[src/rtl/swd_xfer_seq.sv]
// Transfer sequencer between the command layer and the swdIF line engine (go/idle handshake).
// Build option: define SWD_POSTED_AP_READ_EN to pipeline AP reads through a single trailing RDBUFF.
module swd_xfer_seq #(
    parameter int WAIT_RETRY = 100
) (
    input  logic        clk,
    input  logic        rst,
    input  logic        cmd_valid,
    output logic        cmd_ready,
    input  logic        cmd_apndp,
    input  logic        cmd_rnw,
    input  logic [1:0]  cmd_addr32,
    input  logic [31:0] cmd_wdata,
    input  logic [7:0]  cmd_count,
    output logic        rsp_valid,
    input  logic        rsp_ready,
    output logic [31:0] rsp_data,
    output logic [2:0]  rsp_ack,
    output logic        rsp_perr,
    output logic        rsp_last,
    output logic        if_go,
    output logic [1:0]  if_addr32,
    output logic        if_rnw,
    output logic        if_apndp,
    output logic [31:0] if_dwrite,
    input  logic        if_idle,
    input  logic [2:0]  if_ack,
    input  logic [31:0] if_dread,
    input  logic        if_perr
);
`ifdef SWD_POSTED_AP_READ_EN
    localparam logic POSTED = 1'b1;
`else
    localparam logic POSTED = 1'b0;
`endif
    localparam logic [2:0] ACK_OK   = 3'b001;
    localparam logic [2:0] ACK_WAIT = 3'b010;

    typedef enum logic [2:0] {S_IDLE, S_ISSUE, S_BUSY, S_EVAL, S_RSP} state_t;

    state_t      state_q, state_d;
    logic        c_apndp_q, c_apndp_d, c_rnw_q, c_rnw_d;
    logic [1:0]  c_addr_q, c_addr_d;
    logic [31:0] c_wdata_q, c_wdata_d;
    logic [7:0]  rem_q, rem_d;
    logic [15:0] waitcnt_q, waitcnt_d;
    logic        pend_q, pend_d, rdbuf_q, rdbuf_d, go_q, go_d;
    logic        f_apndp_q, f_apndp_d, f_rnw_q, f_rnw_d;
    logic [1:0]  f_addr_q, f_addr_d;
    logic [31:0] f_dwrite_q, f_dwrite_d;
    logic        rv_q, rv_d, rp_q, rp_d, rl_q, rl_d;
    logic [31:0] rd_q, rd_d;
    logic [2:0]  ra_q, ra_d;
    logic        acc_s, ld_s, ld_rdbuf_s, rsp_s, rsp_perr_s, rsp_last_s, apr_s;
    logic [31:0] rsp_data_s;
    logic [2:0]  rsp_ack_s;

    assign apr_s     = c_apndp_q & c_rnw_q;
    assign cmd_ready = (state_q == S_IDLE) && !rst;
    assign rsp_valid = rv_q;
    assign rsp_data  = rd_q;
    assign rsp_ack   = ra_q;
    assign rsp_perr  = rp_q;
    assign rsp_last  = rl_q;
    assign if_go     = go_q;
    assign if_addr32 = f_addr_q;
    assign if_rnw    = f_rnw_q;
    assign if_apndp  = f_apndp_q;
    assign if_dwrite = f_dwrite_q;

    always_comb begin
        state_d = state_q;  c_apndp_d = c_apndp_q;  c_rnw_d = c_rnw_q;
        c_addr_d = c_addr_q;  c_wdata_d = c_wdata_q;  rem_d = rem_q;
        waitcnt_d = waitcnt_q;  pend_d = pend_q;  rdbuf_d = rdbuf_q;  go_d = 1'b0;
        f_apndp_d = f_apndp_q;  f_rnw_d = f_rnw_q;  f_addr_d = f_addr_q;  f_dwrite_d = f_dwrite_q;
        rv_d = rv_q;  rd_d = rd_q;  ra_d = ra_q;  rp_d = rp_q;  rl_d = rl_q;
        acc_s = 1'b0;  ld_s = 1'b0;  ld_rdbuf_s = 1'b0;  rsp_s = 1'b0;
        rsp_data_s = 32'd0;  rsp_ack_s = 3'd0;  rsp_perr_s = 1'b0;  rsp_last_s = 1'b0;
        case (state_q)
            S_IDLE: begin
                if (cmd_valid) begin
                    acc_s = 1'b1;
                    c_apndp_d = cmd_apndp;  c_rnw_d = cmd_rnw;
                    c_addr_d = cmd_addr32;  c_wdata_d = cmd_wdata;
                    rem_d = (cmd_count == 8'd0) ? 8'd1 : cmd_count;
                    waitcnt_d = 16'd0;  pend_d = 1'b0;
                    go_d = if_idle;  state_d = S_ISSUE;
                end else begin
                    state_d = S_IDLE;
                end
            end
            // go is raised only once swdIF is idle and dropped after idle is seen low
            S_ISSUE: begin
                if (go_q && !if_idle) begin
                    go_d = 1'b0;  state_d = S_BUSY;
                end else begin
                    go_d = go_q | if_idle;
                end
            end
            S_BUSY: begin
                if (if_idle) begin
                    state_d = S_EVAL;
                end else begin
                    state_d = S_BUSY;
                end
            end
            S_EVAL: begin
                if (if_ack == ACK_OK) begin
                    waitcnt_d = 16'd0;
                    if (f_rnw_q && if_perr) begin
                        rsp_s = 1'b1;  rsp_ack_s = ACK_OK;  rsp_data_s = if_dread;
                        rsp_perr_s = 1'b1;  rsp_last_s = 1'b1;
                    end else if (apr_s && !rdbuf_q) begin
                        // AP read data is posted: posted build streams, plain build fetches RDBUFF now
                        if (POSTED && pend_q) begin
                            rem_d = rem_q - 8'd1;
                            rsp_s = 1'b1;  rsp_ack_s = ACK_OK;  rsp_data_s = if_dread;
                        end else if (POSTED) begin
                            rem_d = rem_q - 8'd1;  pend_d = 1'b1;
                            ld_s = 1'b1;  ld_rdbuf_s = (rem_q == 8'd1);
                            go_d = if_idle;  state_d = S_ISSUE;
                        end else begin
                            ld_s = 1'b1;  ld_rdbuf_s = 1'b1;
                            go_d = if_idle;  state_d = S_ISSUE;
                        end
                    end else if (POSTED && rdbuf_q) begin
                        pend_d = 1'b0;
                        rsp_s = 1'b1;  rsp_ack_s = ACK_OK;  rsp_data_s = if_dread;  rsp_last_s = 1'b1;
                    end else begin
                        rem_d = rem_q - 8'd1;
                        rsp_s = 1'b1;  rsp_ack_s = ACK_OK;
                        rsp_data_s = f_rnw_q ? if_dread : 32'd0;
                        rsp_last_s = (rem_q == 8'd1);
                    end
                end else if ((if_ack == ACK_WAIT) && (waitcnt_q < 16'(WAIT_RETRY))) begin
                    waitcnt_d = waitcnt_q + 16'd1;
                    go_d = if_idle;  state_d = S_ISSUE;
                end else begin
                    rsp_s = 1'b1;  rsp_ack_s = if_ack;  rsp_last_s = 1'b1;
                end
            end
            S_RSP: begin
                if (rsp_ready) begin
                    rv_d = 1'b0;
                    if (rl_q) begin
                        state_d = S_IDLE;
                    end else begin
                        // not last with nothing remaining means only the RDBUFF fetch is left
                        ld_s = 1'b1;  ld_rdbuf_s = (rem_q == 8'd0);
                        go_d = if_idle;  state_d = S_ISSUE;
                    end
                end else begin
                    state_d = S_RSP;
                end
            end
            default: state_d = S_IDLE;
        endcase
        if (rsp_s) begin
            state_d = S_RSP;  rv_d = 1'b1;  rd_d = rsp_data_s;
            ra_d = rsp_ack_s;  rp_d = rsp_perr_s;  rl_d = rsp_last_s;
        end else begin
            rd_d = rd_q;
        end
        if (acc_s) begin
            rdbuf_d = 1'b0;  f_apndp_d = cmd_apndp;  f_rnw_d = cmd_rnw;
            f_addr_d = cmd_addr32;  f_dwrite_d = cmd_wdata;
        end else if (ld_s) begin
            rdbuf_d    = ld_rdbuf_s;
            f_apndp_d  = ld_rdbuf_s ? 1'b0 : c_apndp_q;
            f_rnw_d    = ld_rdbuf_s ? 1'b1 : c_rnw_q;
            f_addr_d   = ld_rdbuf_s ? 2'b11 : c_addr_q;
            f_dwrite_d = ld_rdbuf_s ? 32'd0 : c_wdata_q;
        end else begin
            rdbuf_d = rdbuf_q;
        end
    end

    // State and datapath registers with synchronous reset
    always_ff @(posedge clk) begin
        if (rst) begin
            state_q <= S_IDLE;  c_apndp_q <= 1'b0;  c_rnw_q <= 1'b0;  c_addr_q <= 2'd0;
            c_wdata_q <= 32'd0;  rem_q <= 8'd0;  waitcnt_q <= 16'd0;  pend_q <= 1'b0;
            rdbuf_q <= 1'b0;  go_q <= 1'b0;  f_apndp_q <= 1'b0;  f_rnw_q <= 1'b0;
            f_addr_q <= 2'd0;  f_dwrite_q <= 32'd0;  rv_q <= 1'b0;  rd_q <= 32'd0;
            ra_q <= 3'd0;  rp_q <= 1'b0;  rl_q <= 1'b0;
        end else begin
            state_q <= state_d;  c_apndp_q <= c_apndp_d;  c_rnw_q <= c_rnw_d;  c_addr_q <= c_addr_d;
            c_wdata_q <= c_wdata_d;  rem_q <= rem_d;  waitcnt_q <= waitcnt_d;  pend_q <= pend_d;
            rdbuf_q <= rdbuf_d;  go_q <= go_d;  f_apndp_q <= f_apndp_d;  f_rnw_q <= f_rnw_d;
            f_addr_q <= f_addr_d;  f_dwrite_q <= f_dwrite_d;  rv_q <= rv_d;  rd_q <= rd_d;
            ra_q <= ra_d;  rp_q <= rp_d;  rl_q <= rl_d;
        end
    end
endmodule

[config.mk]
export PLATFORM = sky130hd
export DESIGN_NAME = swd_xfer_seq
export DESIGN_NICKNAME = d
export VERILOG_FILES = /design/src/rtl/swd_xfer_seq.sv
export SDC_FILE = /design/constraint.sdc
export NUM_CORES = 1
export LEC_CHECK = 0
export CELL_PAD_IN_SITES_DETAIL_PLACEMENT = 2
export CELL_PAD_IN_SITES_GLOBAL_PLACEMENT = 2
export CORE_AREA = 2 2 139 141
export DETAILED_ROUTE_END_ITERATION = 10
export DIE_AREA = 0 0 141 143
export GPL_ROUTABILITY_DRIVEN = 0
export PLACE_DENSITY_LB_ADDON = 0.1
export SETUP_SLACK_MARGIN = 0.5
export SKIP_CTS_REPAIR_TIMING = 1
export SLEW_MARGIN = 20
export SYNTH_ARGS = -nofsm -noshare
export SYNTH_HDL_FRONTEND = slang
export SYNTH_SLANG_ARGS = --single-unit
[constraint.sdc]
create_clock -name clk -period 4.9 [get_ports clk]
set_clock_uncertainty 0.15 [all_clocks]
set_input_delay 0.735 -clock clk [delete_from_list [all_inputs] [get_ports clk]]
set_output_delay 0.735 -clock clk [all_outputs]
set_load 0.01 [all_outputs]
==> results.md <==
- Syn Std Cell Area: 5348 um2
- Worst setup path startpoint: if_ack[0]
- Number of library cell types mapped by synthesis: 47
- Starting Density: 28.78%
- Reg clk slew, reported paths: 70 ps
- CTS tree: built
- Switch Pwr: 0.7091 mW
- Syn_nets: 677
- WP buf/inv: 2
- Post-DRT Antenna Nets: 0
- Crit path DAT: 3350 ps
- Pre-antenna DRT Iters: 4
- Antenna diodes: 0
- Yosys top cell area share: 52.04%
- Crit path max fanout: 39
- Hold crit path type: reg -> reg
- CP delay by family, top: buffers and inverters
- Vias per cell: 5.019
- Vias in the first global route: 5,367
- Fmax: 317.3 MHz
- Internal power: 2.153 mW
- Num Clock Sinks: 139
- # DRC: 0
- Placed cells: 949
- RSZ-0062 raised after global routing: false
- Hold Startpoint: waitcnt_q[11]
- Switching share of total power: 24.77%
- Synthesized flop and latch total: 139
- Yosys warns: 0
- Share of flip-flops with an asynchronous set or reset: 0%
- Power Density: 370.1 nW/um2
- # Max-Cap Violations: 0
- Setup total negative slack: 0 ps
- Post-route insts no fill: 981
- FF-to-FF setup slack: 2260 ps
- CP Depth: 7
- Outcome: complete, no violations
- Die Area: 20,160 um2
- Critical path's slowest cell: o211ai_4
- Initial DRC Count: 144
- Worst vdd ir: 0.2318 mV
- Worst r2r src: state_q[0]
- Seq pwr share: 42.0%
- Slew @ Worst Pin: 1002 ps
- Slew HR: 33.23%
- Synth Flop Type: dfxtp_1
- Post-Syn Instances: 588
- Max stage delay on crit path: 770 ps
- Hold Fails Final Rpt: 0
- Antenna violations before repair: 0
- First-pass GRT wire length: 28,560 um
- CTS Root Cell: clkbuf_16
- Syn avg cell area: 9.095 um2
- Commonest non-fill, non-tap cell in the layout: clkdlybuf4s50_1
- GRT Util Overall: 18.00%
- Clock buffer depth: 2
- Die height: 143 um
- Reg2reg end: if_dwrite[18]
- Largest net degree at the start of global routing: 95
- Tmin final: 3152 ps
- Area growth syn-to-layout: 44.62%
- P_leak: 2.768 nW
- Total Wirelength: 17,740 um
- Die span in x: 141 um
- Rows: 50
- Wire length per cell: 18.08 um
- Max H-tree Level: 4
- CTS buffer count: 17
- Worst R2R Path Depth: 5
- GRT overflow: 0
- CP required: 5100 ps
- Ratio of cells with drive above 1 in the final layout: 6.560%
- Clock share of power: 47.6%
- CP Capture Type: flop
- Slew Limit Fails: 0
- Biggest area consumer among synthesized cells: dfxtp_1
- Clk_lat worst skew: 420 ps
- Combinational fraction of design power: 10.4%
- Crit path to: rsp_data[19]
- Core Region: 18,580 um2
- Final #Nets: 823
- Input/output buffers: 160
- Tcrit/Tclk final: 64.32%
- Final-report setup violation count: 0
- Top cells by area, synth: dfxtp_1 52%, nand2_1 8.1%, a22o_1 5.4%
- Sequential-to-total area share from yosys stat: 52.04%
- Via count: 4,924
- CP cell instances: clkdlybuf4s50_1, nor3b_4, nand2_4, o211ai_4, buf_4, nand3b_1, o21ai_0
- Post-DP HPWL: 11,930 um
- Total I/O pin count: 161
- Critical setup path kind: in -> reg
- EDFF count, synth: 0
- CP Launch Type: input port
- Most frequent cells in the layout: 159 x clkdlybuf4s50_1, 139 x dfxtp_1, 115 x nand2_1
Yosys cell counts, types with 2 or more instances:
library cell	number
xnor2_1	4
dfxtp_1	139
o21a_1	4
a31oi_1	2
nor2b_1	4
clkbuf_1	17
buf_2	19
and2_1	10
a22o_1	33
o21ai_0	33
nor3b_1	3
a21oi_1	48
nand3b_1	36
nand2_1	115
mux2i_1	8
a211oi_1	9
and3b_1	3
o21ai_1	10
inv_1	6
a21o_1	2
nor3_1	8
ha_1	4
nor4_1	5
nand4b_1	2
buf_4	3
nand2b_1	2
a22oi_1	2
nand3_1	6
nor2_1	33
how the worst min path moves through the flow:
stage / depth (start not counted) / endpoint
floorplan: 1 / waitcnt_q[8]
global placement: 1 / waitcnt_q[8]
detailed placement: 1 / waitcnt_q[11]
CTS: 1 / waitcnt_q[11]
global route: 1 / waitcnt_q[11]
finish: 1 / waitcnt_q[11]
metal layers:
layer	vias up	wire (um)	global-route usage, %
li1	2346	-	-
met1	2443	7584	21.14
met2	115	8924	31.37
met3	20	955	5.332
met4	0	278	6.263
met5	-	0	0
registers in the layout (all words and copies together) (netlist names):
name,cells
c_wdata_q,32
if_dwrite,32
rsp_data,32
waitcnt_q,16
rem_q,8
rsp_ack,3
state_q,3
c_addr_q,2
if_addr32,2
c_apndp_q,1
c_rnw_q,1
if_apndp,1
if_go,1
if_rnw,1
rdbuf_q,1
rsp_last,1
rsp_perr,1
rsp_valid,1
kinds of logic after synthesis:
group / after synthesis / synth area share, %
AO/OA/AOI/OAI: 153 / 18.86
XOR/XNOR: 4 / 0.6551
multiplexers: 8 / 1.497
adder cells (fa/ha/maj): 4 / 0.9359
flip-flops: 139 / 52.04
AND/OR/NAND/NOR: 235 / 22.20
buffers and inverters: 45 / 3.814
layout make-up:
| type | instances | area [um2] |
|---|---|---|
| clock buffer | 19 | 442.9 |
| clock inverter | 13 | 180.2 |
| fill | 2028 | 10850 |
| inverter | 6 | 22.52 |
| multi-input combinational | 404 | 2371 |
| sequential | 139 | 2783 |
| tap | 234 | 292.8 |
| timing repair buffer | 166 | 1642 |
stage by stage:
step / hold slack, ps / utilization, % / total power, mW / worst slack [ps] / area (um2)
2_1_floorplan: 280.2 / - / 1.364 / 2575 / 5348
3_3_place_gp: 292.0 / 38.27 / 1.517 / 1485 / 7111
3_5_place_dp: 301.5 / 38.27 / 1.528 / 1280 / 7111
4_1_cts: 319.1 / 41.62 / 2.911 / 1740 / 7734
5_1_grt: 346.1 / 41.62 / 2.990 / 1505 / 7734
6_report: 319.2 / 41.62 / 2.862 / 1748 / 7734
power by group through the flow:
stage          combinational [mW]  clock, mW  sequential, mW
4_1_cts                     0.304       1.40            1.20
2_1_floorplan               0.138          0            1.23
3_5_place_dp                0.301          0            1.23
3_3_place_gp                0.293          0            1.22
6_report                    0.297       1.36            1.20
5_1_grt                     0.328       1.45            1.21
No activity file was read; power rests on OpenSTA's default activity.
